### src/rtl/uart_tx_fsm_if.sv
// Word handshake between the TX FIFO (master) and the UART transmitter (slave).
interface uart_tx_fsm_if #(
    parameter int DATA_BITS = 8
);
    logic [DATA_BITS-1:0] Tx_Data_In;
    logic                 Tx_Valid;
    logic                 Tx_Ready;

    modport master (output Tx_Data_In, output Tx_Valid, input Tx_Ready);
    modport slave  (input Tx_Data_In, input Tx_Valid, output Tx_Ready);
endinterface

### src/rtl/uart_tx_fsm.sv
// UART transmitter: start, DATA_BITS data bits MSB first, parity, STOP_BITS stop bits.
// Words are accepted only while the far end's RTS (our CTS) is high; all outputs registered.
module uart_tx_fsm #(
    parameter int DATA_BITS     = 8,
    parameter int STOP_BITS     = 2,
    parameter int SYSCLOCK_FREQ = 100000,
    parameter int BAUDRATE      = 9600,
    parameter int PARITY_ODD    = 0
) (
    input  logic          Clk,
    input  logic          Rst,
    uart_tx_fsm_if.slave  tx_if,
    input  logic          CTS,
    output logic          Tx_Out,
    output logic          Tx_Busy,
    output logic          Tx_Done
);
    localparam int BAUD_PULSE_COUNT = SYSCLOCK_FREQ / (16 * BAUDRATE);
    localparam int BIT_CLKS         = 16 * (BAUD_PULSE_COUNT + 1);
    localparam int STOP_CLKS        = STOP_BITS * BIT_CLKS;
    localparam int MAX_HOLD         = (STOP_CLKS > BIT_CLKS) ? STOP_CLKS : BIT_CLKS;
    localparam int TIMER_W          = $clog2(MAX_HOLD);
    localparam int IDX_W            = (DATA_BITS > 1) ? $clog2(DATA_BITS) : 1;
    localparam int MSB              = DATA_BITS - 1;

    localparam logic [TIMER_W-1:0] BIT_LAST  = TIMER_W'(BIT_CLKS - 1);
    localparam logic [TIMER_W-1:0] STOP_LAST = TIMER_W'(STOP_CLKS - 1);

    typedef enum logic [2:0] {
        IDLE,
        START,
        DATA,
        PARITY,
        STOP,
        DONE
    } state_t;

    state_t                 state_q, state_d;
    logic [TIMER_W-1:0]     timer_q, timer_d;
    logic [IDX_W-1:0]       bit_idx_q, bit_idx_d;
    logic [DATA_BITS-1:0]   shift_q, shift_d;
    logic                   parity_q, parity_d;
    logic                   tx_out_q, tx_out_d;
    logic                   tx_ready_q, tx_ready_d;
    logic                   tx_busy_q, tx_busy_d;
    logic                   tx_done_q, tx_done_d;
    logic                   bit_end, stop_end;

    assign bit_end  = (timer_q == BIT_LAST);
    assign stop_end = (timer_q == STOP_LAST);

    // Outputs are computed for the state being entered, so each register
    // already shows the new bit value on the cycle the state changes.
    always_comb begin
        // NOTE: every signal gets a default before the case so no latch is inferred.
        state_d   = state_q;
        timer_d   = timer_q + TIMER_W'(1);
        bit_idx_d = bit_idx_q;
        shift_d   = shift_q;
        parity_d  = parity_q;
        tx_out_d  = tx_out_q;
        tx_done_d = 1'b0;

        case (state_q)
            IDLE: begin
                timer_d = '0;
                if (tx_ready_q && tx_if.Tx_Valid && CTS) begin
                    state_d  = START;
                    shift_d  = tx_if.Tx_Data_In;
                    parity_d = (^tx_if.Tx_Data_In) ^ 1'(PARITY_ODD);
                    tx_out_d = 1'b0;
                end
            end
            START: begin
                if (bit_end) begin
                    state_d   = DATA;
                    timer_d   = '0;
                    bit_idx_d = IDX_W'(DATA_BITS - 1);
                    tx_out_d  = shift_q[MSB];
                end
            end
            DATA: begin
                if (bit_end) begin
                    timer_d = '0;
                    if (bit_idx_q == '0) begin
                        state_d  = PARITY;
                        tx_out_d = parity_q;
                    end else begin
                        bit_idx_d = bit_idx_q - IDX_W'(1);
                        shift_d   = {shift_q[MSB-1:0], 1'b0};
                        tx_out_d  = shift_d[MSB];
                    end
                end
            end
            PARITY: begin
                if (bit_end) begin
                    state_d  = STOP;
                    timer_d  = '0;
                    tx_out_d = 1'b1;
                end
            end
            STOP: begin
                if (stop_end) begin
                    state_d   = DONE;
                    timer_d   = '0;
                    tx_done_d = 1'b1;
                end
            end
            DONE: begin
                state_d = IDLE;
                timer_d = '0;
            end
            default: begin
                state_d  = IDLE;
                timer_d  = '0;
                tx_out_d = 1'b1;
            end
        endcase

        tx_ready_d = (state_d == IDLE);
        tx_busy_d  = (state_d == START) || (state_d == DATA) ||
                     (state_d == PARITY) || (state_d == STOP);
    end

    always_ff @(posedge Clk or posedge Rst) begin
        if (Rst) begin
            state_q    <= IDLE;
            timer_q    <= '0;
            bit_idx_q  <= '0;
            shift_q    <= '0;
            parity_q   <= 1'b0;
            tx_out_q   <= 1'b1;
            tx_ready_q <= 1'b0;
            tx_busy_q  <= 1'b0;
            tx_done_q  <= 1'b0;
        end else begin
            // NOTE: non-blocking assignments make every register sample the same pre-edge values.
            state_q    <= state_d;
            timer_q    <= timer_d;
            bit_idx_q  <= bit_idx_d;
            shift_q    <= shift_d;
            parity_q   <= parity_d;
            tx_out_q   <= tx_out_d;
            tx_ready_q <= tx_ready_d;
            tx_busy_q  <= tx_busy_d;
            tx_done_q  <= tx_done_d;
        end
    end

    assign tx_if.Tx_Ready = tx_ready_q;
    assign Tx_Out         = tx_out_q;
    assign Tx_Busy        = tx_busy_q;
    assign Tx_Done        = tx_done_q;
endmodule

### src/flat_wrapper.sv
// flat-port wrapper written by rule: the top's interface ports become plain ports
module uart_tx_fsm_flat 
#(
    parameter int DATA_BITS     = 8,
    parameter int STOP_BITS     = 2,
    parameter int SYSCLOCK_FREQ = 100000,
    parameter int BAUDRATE      = 9600,
    parameter int PARITY_ODD    = 0
)
  (Clk, Rst, CTS, Tx_Out, Tx_Busy, Tx_Done, tx_if_Tx_Data_In, tx_if_Tx_Valid, tx_if_Tx_Ready);
  uart_tx_fsm_if #(.DATA_BITS(DATA_BITS)) tx_if_i ();
  input  logic Clk;
  input  logic Rst;
  input  logic CTS;
  output logic Tx_Out;
  output logic Tx_Busy;
  output logic Tx_Done;
  input wire logic [$bits(tx_if_i.Tx_Data_In)-1:0] tx_if_Tx_Data_In;
  input wire logic [$bits(tx_if_i.Tx_Valid)-1:0] tx_if_Tx_Valid;
  output wire logic [$bits(tx_if_i.Tx_Ready)-1:0] tx_if_Tx_Ready;
  assign tx_if_i.Tx_Data_In = tx_if_Tx_Data_In;
  assign tx_if_i.Tx_Valid = tx_if_Tx_Valid;
  assign tx_if_Tx_Ready = tx_if_i.Tx_Ready;
  uart_tx_fsm #(.DATA_BITS(DATA_BITS), .STOP_BITS(STOP_BITS), .SYSCLOCK_FREQ(SYSCLOCK_FREQ), .BAUDRATE(BAUDRATE), .PARITY_ODD(PARITY_ODD)) u_core (.Clk(Clk), .Rst(Rst), .tx_if(tx_if_i), .CTS(CTS), .Tx_Out(Tx_Out), .Tx_Busy(Tx_Busy), .Tx_Done(Tx_Done));
endmodule
### config.mk
export PLATFORM = sky130hd
export DESIGN_NAME = uart_tx_fsm_flat
export DESIGN_NICKNAME = d
export VERILOG_FILES = /design/src/rtl/uart_tx_fsm_if.sv /design/src/rtl/uart_tx_fsm.sv /design/src/flat_wrapper.sv
export SDC_FILE = /design/constraint.sdc
export NUM_CORES = 1
export LEC_CHECK = 0
export ABC_AREA = 1
export CAP_MARGIN = 20
export CORE_ASPECT_RATIO = 0.9
export CORE_MARGIN = 3
export CORE_UTILIZATION = 45
export DETAILED_ROUTE_END_ITERATION = 8
export PLACE_DENSITY_LB_ADDON = 0.08
export RECOVER_POWER = 25
export REMOVE_ABC_BUFFERS = 1
export SYNTH_ARGS = -nofsm -noshare
export SYNTH_HDL_FRONTEND = slang
export SYNTH_SLANG_ARGS = --single-unit
### constraint.sdc
create_clock -name Clk -period 2.7 [get_ports Clk]
set_input_delay 0.54 -clock Clk [delete_from_list [all_inputs] [get_ports Clk]]
set_output_delay 0.54 -clock Clk [all_outputs]
set_load 0.1 [all_outputs]
=== Word-level counts from Yosys, hierarchy flattened ===
Index checks and enable logic that the tools add are counted.

* Muxes and demuxes: 26
* Bitwise operators: 1
* Equality and inequality tests: 16
* $add $sub $neg: 2
* Reductions and logical operators: 17

{| class="wikitable"
|+ Operators with widths
! kind !! number
|-
| two-way mux 3 bit || 9
|-
| two-way mux 8 bit || 3
|-
| one-hot mux 8 bit (2 select lines) || 1
|-
| one-hot mux 3 bit (5 select lines) || 1
|-
| equality test 3 x 2 -> 1 bit, second input constant || 4
|-
| two-way mux 5 bit || 2
|-
| one-hot mux 5 bit (2 select lines) || 1
|-
| equality test 3 bit, second input constant || 3
|-
| zero test 3 bit || 3
|-
| != test 2 x 1 -> 1 bit, second input constant || 4
|-
| AND reduction 4 bit || 2
|-
| XOR reduction 8 bit || 1
|-
| two-way mux 1 bit || 7
|-
| equality test 3 x 1 -> 1 bit, second input constant || 2
|-
| one-hot mux 3 bit (2 select lines) || 1
|-
| adder 5 x 1 -> 5 bit, second input constant || 1
|-
| equality test 5 x 4 -> 1 bit, second input constant || 1
|-
| equality test 5 bit, second input constant || 1
|-
| one-hot mux 1 bit (5 select lines) || 1
|-
| AND reduction 5 bit || 1
|-
| nonzero test 2 bit || 2
|-
| logical OR 1 bit || 3
|-
| OR reduction 3 bit || 1
|-
| subtractor 3 x 1 -> 3 bit, second input constant || 1
|-
| 5 further kinds || 6
|}

* Logic and storage cells: 71
* Bits in registers: 24
* Output and inout port bits: 4
* Bits of input ports: 12

=== Logic depth before layout (Yosys ltp) ===
Gate-level depths: netlist (run 1).

* Depth in word-level cells: 8
* Mapped depth: 10
* Gate-level depth less buffers: 10

=== Least setup slack after synthesis (run 1) ===
OpenSTA, ideal clock, no wires.

* Kind: register to register
* Start: reg u_core.tx_ready_q, in the netlist u_core.tx_if.Tx_Ready
* End: reg u_core.shift_q[0]
* Stages on the path, launching flop included: 9
* Path buffers: 1
* Period minus slack after synthesis: 1.842 ns
* Data arrival time: 1.725 ns
* Required time: 2.583 ns
* Slack: 0.858 ns
* Setup time: 0.117 ns
* Cells stage by stage: dfrtp_1 nand3_1 inv_1 nor2_2 nor2_2 nand2_4 buf_8 nand2_2 o21ai_2

* Cells in the longest elaborated chain, start to end: 4

{| class="wikitable"
|+ Ends and longest elaborated chain
! item !! line !! source
|-
| start: declaration || uart_tx_fsm.sv:44 || <nowiki>logic tx_ready_q, tx_ready_d;</nowiki>
|-
| start signal: assignment || uart_tx_fsm.sv:144 || <nowiki>tx_ready_q <= tx_ready_d;</nowiki>
|-
| logical AND 1 bit (2 in series) || uart_tx_fsm.sv:67 || <nowiki>if (tx_ready_q && tx_if.Tx_Valid && CTS) begin</nowiki>
|-
| != test 2 x 1 -> 1 bit (no line) || - ||
|-
| AND reduction 4 bit (no line) || - ||
|-
| end signal: assignment || uart_tx_fsm.sv:141 || <nowiki>shift_q <= shift_d;</nowiki>
|-
| end: declaration || uart_tx_fsm.sv:41 || <nowiki>logic [DATA_BITS-1:0] shift_q, shift_d;</nowiki>
|}

Every way passes these cells.
A chain may end at the register's enable or synchronous reset.

==> results by group, run 1 <==
CTS
  – CTS sink cnt: 24
  – Clock latency on the worst-skew pair: 260 ps
  – CTS Buffer Depth: 2
  – H-tree levels: 1
  – Post-CTS setup buffers: 0
  – CTS tree: built
  – Num CTS Buffers: 3
  – CTS root buffer: clkbuf_8
  – Cts-stage hold buffer count: 0
  – Reg clk slew, reported paths: 80 ps
  – Post-cts resize count: 0

Finish
  – Ant. Diodes: 0
  – Seq. cell area: 602 sq um
  – Most frequent cells in the layout: nand2_1 (61), inv_1 (26), dfrtp_1 (23), nor2_1 (19)
  – Layout cells sized above 1: 0.145
  – Fill count: 296
  – Syn-to-layout area delta: 15.0%
  – Commonest non-fill, non-tap cell in the layout: nand2_1
  – Area occupied by multi-input gates: 763 sq um
  – Final #Nets: 234
  – Non-filler instance count after layout: 256
  – Final core occ: 0.554

GRT
  – First-pass GRT wire length: 4890 microns
  – Antenna violations before repair: 0
  – Total grt overflow: 0
  – Largest net degree at the start of global routing: 25
  – Number of global-route vias before repair: 1143
  – Total GRT Usage: 0.159

Place
  – I/O Buffers: 15
  – DP Wirelength: 2220 microns
  – Setup WS pre-CTS: 856 ps
  – Placed Instances: 252
  – Gpl congestion: 0.860

Logic synthesis
  – Register area share after synthesis: 0.401
  – Yosys top cell area share: 0.384
  – Synth cell types: 25
  – Post-synthesis cell count: 196
  – Syn Std Cell Area: 0.00150 sq mm
  – Synth Register Bits: 24
  – Synth warn: 0
  – Leading area contributor after synthesis: dfrtp_1
  – Synth area leaders: dfrtp_1 (38%), nand2_1 (15%), inv_1 (6.5%)
  – Avg Cell Area, Syn: 7.65 sq um

Route
  – Vias post-DR: 1210
  – Drt wl/cell: 10.7 microns
  – Routed Antenna Nets: 0
  – DRC Markers: 0
  – DRT Wirelength: 2740 microns
  – Drt pass-1 iters: 5
  – Vias per cell: 4.73
  – DRT iter0 DRCs: 50

Floorplan
  – Die extent in y: 60.8 microns
  – Die Footprint: 0.00406 sq mm
  – Die X-Extent: 66.9 microns
  – Cell Rows: 19
  – Core area: 0.00311 sq mm
  – Initial core utilization: 0.482
  – Top-level I/O count: 16

STA
  – Final slew viol count: 0
  – Final-report setup violation count: 0
  – Sum Neg Setup Slack: 0 ps
  – Tmin final: 1900 ps
  – Unrepaired setup endpoints after global routing: false
  – Final hold vios: 0
  – Setup ws final: 798 ps
  – Slew @ Worst Pin: 1290 ps
  – Fmax: 0.526 GHz
  – Slew margin rel.: 0.141
  – Final period utilization: 0.704
  – Skew final: 4.33 ps

Pwr
  – Final Total Pwr: 648 uW
  – Cell area power density: 376 mW/mm^2
  – Peak VDD IR: 338 uV
  – LEAKAGE: 0.915 nW

Setup path
  – R2R setup slack: 930 ps
  – CP max FO: 24
  – CP Data Required Time: 2870 ps
  – Startpoint types: primary input
  – WS Path Type: primary input to asynchronous set/reset pin
  – Crit. End Element: asynchronous set/reset pin
  – Critical path data arrival time: 2070 ps

Worst hold path
  – Hold Crit Class: flop to flop

Run status
  – Status: completed

Run
  – Max_cap viols: 0
-- area by class of cell --
cell class / instances / share of cell area
Multi-Input combinational cell: 141 / 0.442
Sequential cell: 24 / 0.349
Timing Repair Buffer: 16 / 0.0834
Inverter: 29 / 0.0631
Clock buffer: 4 / 0.0319
Tap cell: 42 / 0.0305
-- flip-flops by register name (all words and copies together) (netlist names) --
name and count:
u_core.Tx_Busy 1, u_core.Tx_Done 1, u_core.Tx_Out 1, u_core.bit_idx_q 3
u_core.parity_q 1, u_core.shift_q 8, u_core.state_q 3, u_core.timer_q 5
u_core.tx_if.Tx_Ready 1
-- cell usage after synthesis --
cell	instances
o21a_1	6
inv_2	3
nor3_1	2
xnor2_1	1
nor2_2	2
ha_1	7
nand3_1	10
a21oi_1	2
dfrtp_1	23
a31oi_1	1
dfstp_2	1
a21oi_4	1
inv_1	26
buf_8	1
o21ai_2	7
nor2_4	2
o22ai_1	2
nor2_1	19
nand2_4	2
xor2_1	2
o21ai_0	6
buf_6	1
nand2_2	5
nand4_1	3
nand2_1	61
-- logic make-up after synthesis --
group,count (synthesis),share of synthesized area
adder cells (fa/ha/maj),7,0.0584
flip-flops,24,0.401
XOR/XNOR,3,0.0175
AO/OA/AOI/OAI,25,0.121
AND/OR/NAND/NOR,106,0.312
buffers and inverters,31,0.0901
-- metal layers --
metal / vias to the layer above / track usage / wire length [microns]
met2: 16 / 0.275 / 1300
met1: 542 / 0.201 / 1300
met4: 0 / 0.0347 / 18
li1: 650 / - / -
met3: 2 / 0.0407 / 117
met5: - / 0 / 0
-- where the power goes --
group	switching [mW]	total [mW]	leakage [nW]	internal, mW
logic	0.0277	0.0511	0.580	0.0234
registers	0	0.359	0.307	0.359
clock network	0.108	0.238	0.0288	0.130
total	0.135	0.648	0.915	0.512
-- worst paths after layout --
check | start | endpoint | depth (start not counted)
min reg2reg | u_core.timer_q[0] | u_core.timer_q[0] | 1
max | Rst | u_core.shift_q[0] | 3
min | u_core.timer_q[0] | u_core.timer_q[0] | 1
max in group Clk | u_core.timer_q[0] | u_core.shift_q[3] | 9
max reg2reg | u_core.timer_q[0] | u_core.shift_q[3] | 9
min in group asynchronous | Rst | u_core.bit_idx_q[1] | 3
-- critical path, stage by stage --
cell,delay [ps]
dlygate4sd3_1,530
inv_1,50
clkbuf_1,930
-- stage by stage --
step	hold slack [ps]	area, sq um
final	457	1730
after global routing	489	1730
after CTS	462	1730
after detailed placement	451	1670
after global placement	449	1670
after floorplan	429	1470
(Power assumes the default switching activity.)
==> run 2, diff against run 1 <==
Clock period 2.7 ns to 1.8 ns, I/O delays scaled along.
==> run 2 against run 1 <==
Compared with the run above: final cell count rose by 1.2%; critical endpoint is now u_core.shift_q[4]; critical path depth grew 5; count of clock-buffer cells in the layout stayed put.
==> results by group, run 2 (same netlist as run 1, synthesis figures left out) <==
Finish
  – Ant. Diodes: 0 (unchanged)
  – Max reg flops: 8 (unchanged)
  – Finished Cell Area: 0.00184 sq mm (was 0.00173 sq mm)
  – Most frequent cells in the layout: nand2_1 (60), inv_1 (26), dfrtp_1 (23), nor2_1 (17) (was nand2_1 (61), inv_1 (26), dfrtp_1 (23), nor2_1 (19))
  – Layout cells sized above 1: 0.184 (was 0.145)
  – Commonest non-fill, non-tap cell in the layout: nand2_1 (unchanged)
  – Biggest register: u_core.shift_q (unchanged)
  – Syn-to-layout area delta: 22.6% (was 15.0%)
  – Final core occ: 0.591 (was 0.554)
  – Biggest registers after layout: u_core.shift_q: 8 flops, u_core.timer_q: 5 flops (unchanged)
  – Final #Nets: 237 (was 234)

Pwr
  – Int Power: 769 uW (was 512 uW)
  – Cell area power density: 527 mW/mm^2 (was 376 mW/mm^2)
  – Sequential share of power: 0.556 (was 0.554)
  – Switch Pwr: 200 uW (was 135 uW)
  – Sw frac: 0.206 (was 0.209)
  – LEAKAGE: 0.946 nW (was 0.915 nW)
  – Final Total Pwr: 968 uW (was 648 uW)
  – Peak VDD IR: 426 uV (was 338 uV)
  – Logic pwr share: 0.080 (was 0.079)
  – Clock network power share: 0.364 (was 0.367)

STA
  – Slew @ Worst Pin: 585 ps (was 1290 ps)
  – Setup ws final: 123 ps (was 798 ps)
  – Skew final: 2.08 ps (was 4.33 ps)
  – Final slew viol count: 0 (unchanged)
  – Sum Neg Setup Slack: 0 ps (unchanged)
  – Unrepaired setup endpoints after global routing: false (unchanged)
  – Final period utilization: 0.932
  – Final-report setup violation count: 0 (unchanged)
  – Tmin final: 1680 ps
  – Slew margin rel.: 0.610 (was 0.141)
  – Final hold vios: 0 (unchanged)
  – Fmax: 0.596 GHz

Run
  – Max_cap viols: 0 (unchanged)

GRT
  – First-pass GRT wire length: 4840 microns (was 4890 microns)
  – Number of global-route vias before repair: 1148 (was 1143)
  – Largest net degree at the start of global routing: 25 (unchanged)
  – Antenna violations before repair: 0 (unchanged)
  – Total grt overflow: 0 (unchanged)
  – Total GRT Usage: 0.157 (was 0.159)

CTS
  – CTS root buffer: clkbuf_8 (unchanged)
  – H-tree levels: 1 (unchanged)
  – Num CTS Buffers: 3 (unchanged)
  – CTS sink cnt: 24 (unchanged)
  – Reg clk slew, reported paths: 80 ps (about the same)
  – Cts-stage hold buffer count: 0 (unchanged)
  – Clock latency on the worst-skew pair: 260 ps (about the same)
  – CTS Buffer Depth: 2 (unchanged)
  – CTS tree: built (unchanged)

Route
  – Vias post-DR: 1234 (was 1210)
  – Drt pass-1 iters: 4 (was 5)
  – DRC Markers: 0 (unchanged)
  – DRT Wirelength: 2910 microns (was 2740 microns)
  – DRT iter0 DRCs: 74 (was 50)
  – Routed Antenna Nets: 0 (unchanged)
  – Vias per cell: 4.76 (was 4.73)
  – Drt wl/cell: 11.3 microns (was 10.7 microns)

Setup path
  – CP max FO: 7 (was 24)
  – WS Path Type: flop to flop (was primary input to asynchronous set/reset pin)
  – CP peak stage delay: 370 ps (was 930 ps)
  – CP Data Required Time: 1990 ps (was 2870 ps)
  – Worst-path cell chain: ha_1 -> nand2_2 -> nor2_4 -> ha_4 -> inv_1 -> a21oi_4 -> nand2_4 -> o21ai_2 (was dlygate4sd3_1 -> inv_1 -> clkbuf_1)
  – Slowest cell on the critical path: dfrtp_1 (was clkbuf_1)
  – CP top delay family: compound AO/OA/AOI/OAI gates (was buffers and inverters)
  – Crit. End Element: flop (was asynchronous set/reset pin)
  – Startpoint types: flop (was primary input)
  – WP buf/inv: 1 (was 3)
  – Critical path data arrival time: 1870 ps (was 2070 ps)

Floorplan
  – Core area: 0.00311 sq mm (unchanged)
  – Die X-Extent: 66.9 microns (unchanged)
  – Initial core utilization: 0.482 (unchanged)
  – Cell Rows: 19 (unchanged)
  – Die Footprint: 0.00406 sq mm (unchanged)
  – Top-level I/O count: 16 (unchanged)
  – Die extent in y: 60.8 microns (unchanged)

Place
  – I/O Buffers: 15 (unchanged)
  – DP Wirelength: 2250 microns (was 2220 microns)
  – DP Area: 0.00173 sq mm (was 0.00167 sq mm)
  – Setup WS pre-CTS: 48.2 ps (was 856 ps)
  – Gpl congestion: 0.850 (was 0.860)

Worst hold path
  – Hold Crit Class: flop to flop (unchanged)

Run status
  – Status: completed (unchanged)
[run 2: worst min-delay path, stage by stage, from the launching register on]
cell	delay, ps
dfrtp_1	350
nand2_1	60
o21ai_2	40
[run 2: per-layer routing]
| metal | vias to the layer above | wire (microns) | track usage |
|---|---|---|---|
| met3 | 2 | 89 | 0.0389 |
| met1 | 559 | 1440 | 0.205 |
| met5 | - | 0 | 0 |
| met2 | 16 | 1370 | 0.270 |
| met4 | 0 | 18 | 0.0260 |
| li1 | 657 | - | - |
[run 2: power by group through the flow]
| stage | Combinational [mW] | Sequential [mW] | Clock, mW |
|---|---|---|---|
| final | 0.0772 | 0.539 | 0.353 |
| after global routing | 0.0886 | 0.539 | 0.382 |
| after CTS | 0.0801 | 0.539 | 0.369 |
| after detailed placement | 0.0800 | 0.549 | 0 |
| after global placement | 0.0777 | 0.549 | 0 |
| after floorplan | 0.0404 | 0.549 | 0 |
[run 2: what timing repair did]
| action | in CTS | in global routing |
|---|---|---|
| gates resized for setup | 0 | 8 |
| setup endpoints to repair | 0 | 14 |
| buffers inserted | 0 | 1 |
[run 2: path summary, 6_finish.rpt]
path	end	cells after the start	startpoint	slack, ps
setup / recovery	u_core.shift_q[4]	8	u_core.timer_q[0]	120
hold / removal	u_core.shift_q[5]	2	u_core.shift_q[5]	490
setup reg to reg	u_core.shift_q[4]	8	u_core.timer_q[0]	120
hold reg to reg	u_core.shift_q[5]	2	u_core.shift_q[5]	490
max in group asynchronous	u_core.shift_q[4]	3	Rst	740
min in group asynchronous	u_core.bit_idx_q[1]	3	Rst	680
[run 2: metrics by stage]
step	std cells	hold slack [ps]
after CTS	257	442
after detailed placement	253	469
after global routing	259	510
after floorplan	194	374
after global placement	253	439
final	259	487
[run 2: area by class of cell]
class / count / area [sq um]
fill: 293 / 1270
multi-input combinational: 142 / 811
sequential: 24 / 602
timing repair buffer: 18 / 210
inverter: 29 / 109
clock buffer: 4 / 55.1
tap: 42 / 52.6
==> run 3, diff against run 2 <==
Settings changed: DONT_BUFFER_PORTS set to 1.
==> run 3 against run 2 <==
Compared with the run above: clock skew increased by 1.2 ps; setup slack about the same; highest routed layer unchanged; critical endpoint is now u_core.shift_q[1]; largest cell class unchanged; global-route usage increased by 0.49 points.
==> results by group, run 3 (same netlist as run 1, synthesis figures left out) <==
Setup path
  – Slowest cell on the critical path: dfrtp_1 (unchanged)
  – Worst-path cell chain: ha_4 -> nand2_2 -> nor2_4 -> ha_4 -> inv_2 -> a21oi_4 -> nand2_4 -> o21ai_2 (was ha_1 -> nand2_2 -> nor2_4 -> ha_4 -> inv_1 -> a21oi_4 -> nand2_4 -> o21ai_2)
  – Depth of the worst register-to-register path: 8 (unchanged)
  – CP top delay family: compound AO/OA/AOI/OAI gates (unchanged)
  – WS Path Type: flop to flop (unchanged)
  – Crit. End Element: flop (unchanged)
  – CP peak stage delay: 420 ps (was 370 ps)
  – CP Data Required Time: 2000 ps (was 1990 ps)
  – Worst path depth: 8 (unchanged)
  – Critical Path Most Common Cell: ha_4
  – CP max FO: 7 (unchanged)
  – Startpoint types: flop (unchanged)
  – Critical path data arrival time: 1880 ps (was 1870 ps)
  – R2R setup slack: 120 ps (about the same)
  – WP buf/inv: 1 (unchanged)

GRT
  – Antenna violations before repair: 0 (unchanged)
  – First-pass GRT wire length: 4930 microns (was 4840 microns)
  – Total grt overflow: 0 (unchanged)
  – Largest net degree at the start of global routing: 17 (was 25)
  – Total GRT Usage: 0.162 (was 0.157)
  – Number of global-route vias before repair: 1146 (was 1148)

Route
  – DRC Markers: 0 (unchanged)
  – Vias post-DR: 1202 (was 1234)
  – Drt wl/cell: 11.6 microns (was 11.3 microns)
  – DRT Wirelength: 2890 microns (was 2910 microns)
  – Drt pass-1 iters: 4 (unchanged)
  – Vias per cell: 4.83 (was 4.76)
  – DRT iter0 DRCs: 91 (was 74)
  – Routed Antenna Nets: 0 (unchanged)

Pwr
  – LEAKAGE: 0.888 nW (was 0.946 nW)
  – Final Total Pwr: 913 uW (was 968 uW)
  – Peak VDD IR: 394 uV (was 426 uV)
  – Cell area power density: 541 mW/mm^2 (was 527 mW/mm^2)

CTS
  – Clock latency on the worst-skew pair: 270 ps (was 260 ps)
  – CTS root buffer: clkbuf_8 (unchanged)
  – Reg clk slew, reported paths: 80 ps (about the same)
  – CTS sink cnt: 24 (unchanged)
  – H-tree levels: 1 (unchanged)
  – Num CTS Buffers: 3 (unchanged)
  – CTS Buffer Depth: 2 (unchanged)
  – CTS tree: built (unchanged)
  – Cts-stage hold buffer count: 0 (unchanged)

Floorplan
  – Initial core utilization: 0.482 (unchanged)
  – Die extent in y: 60.8 microns (unchanged)
  – Core area: 0.00311 sq mm (unchanged)
  – Die Footprint: 0.00406 sq mm (unchanged)
  – Cell Rows: 19 (unchanged)
  – Top-level I/O count: 16 (unchanged)
  – Die X-Extent: 66.9 microns (unchanged)

STA
  – Final-report setup violation count: 0 (unchanged)
  – Sum Neg Setup Slack: 0 ps (unchanged)
  – Final period utilization: 0.932 (about the same)
  – Skew final: 3.33 ps (was 2.08 ps)
  – Fmax: 0.596 GHz (about the same)
  – Slew @ Worst Pin: 558 ps (was 585 ps)
  – Final hold vios: 0 (unchanged)
  – Slew margin rel.: 0.628 (was 0.610)
  – Final slew viol count: 0 (unchanged)
  – Tmin final: 1680 ps (about the same)

Place
  – I/O Buffers: 0 (was 15)
  – Gpl congestion: 0.794 (was 0.850)
  – DP Wirelength: 2230 microns (was 2250 microns)
  – DP Area: 0.00156 sq mm (was 0.00173 sq mm)

Finish
  – Biggest registers after layout: u_core.shift_q: 8 flops, u_core.timer_q: 5 flops (unchanged)
  – Final #Nets: 227 (was 237)
  – Fill count: 309 (was 293)
  – Layout cells sized above 1: 0.198 (was 0.184)
  – Max reg flops: 8 (unchanged)
  – Most frequent cells in the layout: nand2_1 (60), inv_1 (25), dfrtp_1 (23), nor2_1 (18), nand3_1 (10) (was nand2_1 (60), inv_1 (26), dfrtp_1 (23), nor2_1 (17))
  – Commonest non-fill, non-tap cell in the layout: nand2_1 (unchanged)
  – Ant. Diodes: 0 (unchanged)
  – Syn-to-layout area delta: 12.6% (was 22.6%)
  – Finished Cell Area: 0.00169 sq mm (was 0.00184 sq mm)
  – Area occupied by multi-input gates: 821 sq um (was 811 sq um)
  – Seq. cell area: 602 sq um (unchanged)
  – Biggest register: u_core.shift_q (unchanged)

Run status
  – Status: completed (unchanged)

Worst hold path
  – Hold Crit Class: primary input to asynchronous set/reset pin (was flop to flop)

Run
  – Max_cap viols: 0 (unchanged)
==> run 3: worst reg2reg max path, delay by kind of cell, from the launching register on <==
kind | cells | cell delay (ps)
buf+inv | 1 | 50
fa+ha+maj | 2 | 330
simple gates | 3 | 390
flops | 1 | 420
compound gates | 2 | 420
==> run 3: metrics by stage <==
step / std cells / worst slack, ps / hold slack (ps) / util
2_1_floorplan: 194 / -5.59 / 374 / -
3_3_place_gp: 241 / 117 / 325 / 0.502
3_5_place_dp: 241 / 19.7 / 329 / 0.502
4_1_cts: 245 / 51.2 / 31.8 / 0.517
5_1_grt: 249 / -5.14 / 50.2 / 0.542
6_report: 249 / 123 / 20.8 / 0.542
==> run 3: cell type report <==
cell class              count  share of cell area
multi-input cells         142               0.486
flip-flops and latches     24               0.356
inverters                  29              0.0644
repair buffers              8              0.0356
well taps                  42              0.0311
clock buffers               4              0.0267
==> run 3: repair_timing <==
item / in CTS / in global routing
cloned: 0 / 1
resized for setup: 1 / 9
hold endpoints to repair: 0 / 0
setup buffers: 0 / 3
pin swaps: 0 / 6
endpoints found under the setup margin: 7 / 13
==> run 3: metal layers <==
layer  share of wire  up-vias  wire, microns  GRT usage
met4           0.016        0             46     0.0520
met3           0.026        6             74     0.0407
li1                -      635              -          -
met5               0        -              0          0
met2            0.47       16           1370      0.260
met1            0.48      545           1400      0.216
==> run 3: path summary, 6_finish.rpt <==
check | startpoint | to
worst min register to register | u_core.shift_q[3] | u_core.shift_q[3]
max in group asynchronous | Rst | u_core.state_q[0]
worst max register to register | u_core.timer_q[0] | u_core.shift_q[1]
worst min-delay path | Rst | u_core.bit_idx_q[1]
worst max-delay path | u_core.timer_q[0] | u_core.shift_q[1]
min in group Clk | tx_if_Tx_Data_In[0] | u_core.shift_q[0]
==> run 3: where the power goes <==
group,switching [mW],total (mW),internal (mW)
registers,0,0.539,0.539
clock network,0.166,0.324,0.158
logic,0.0342,0.0504,0.0162
total,0.200,0.913,0.713
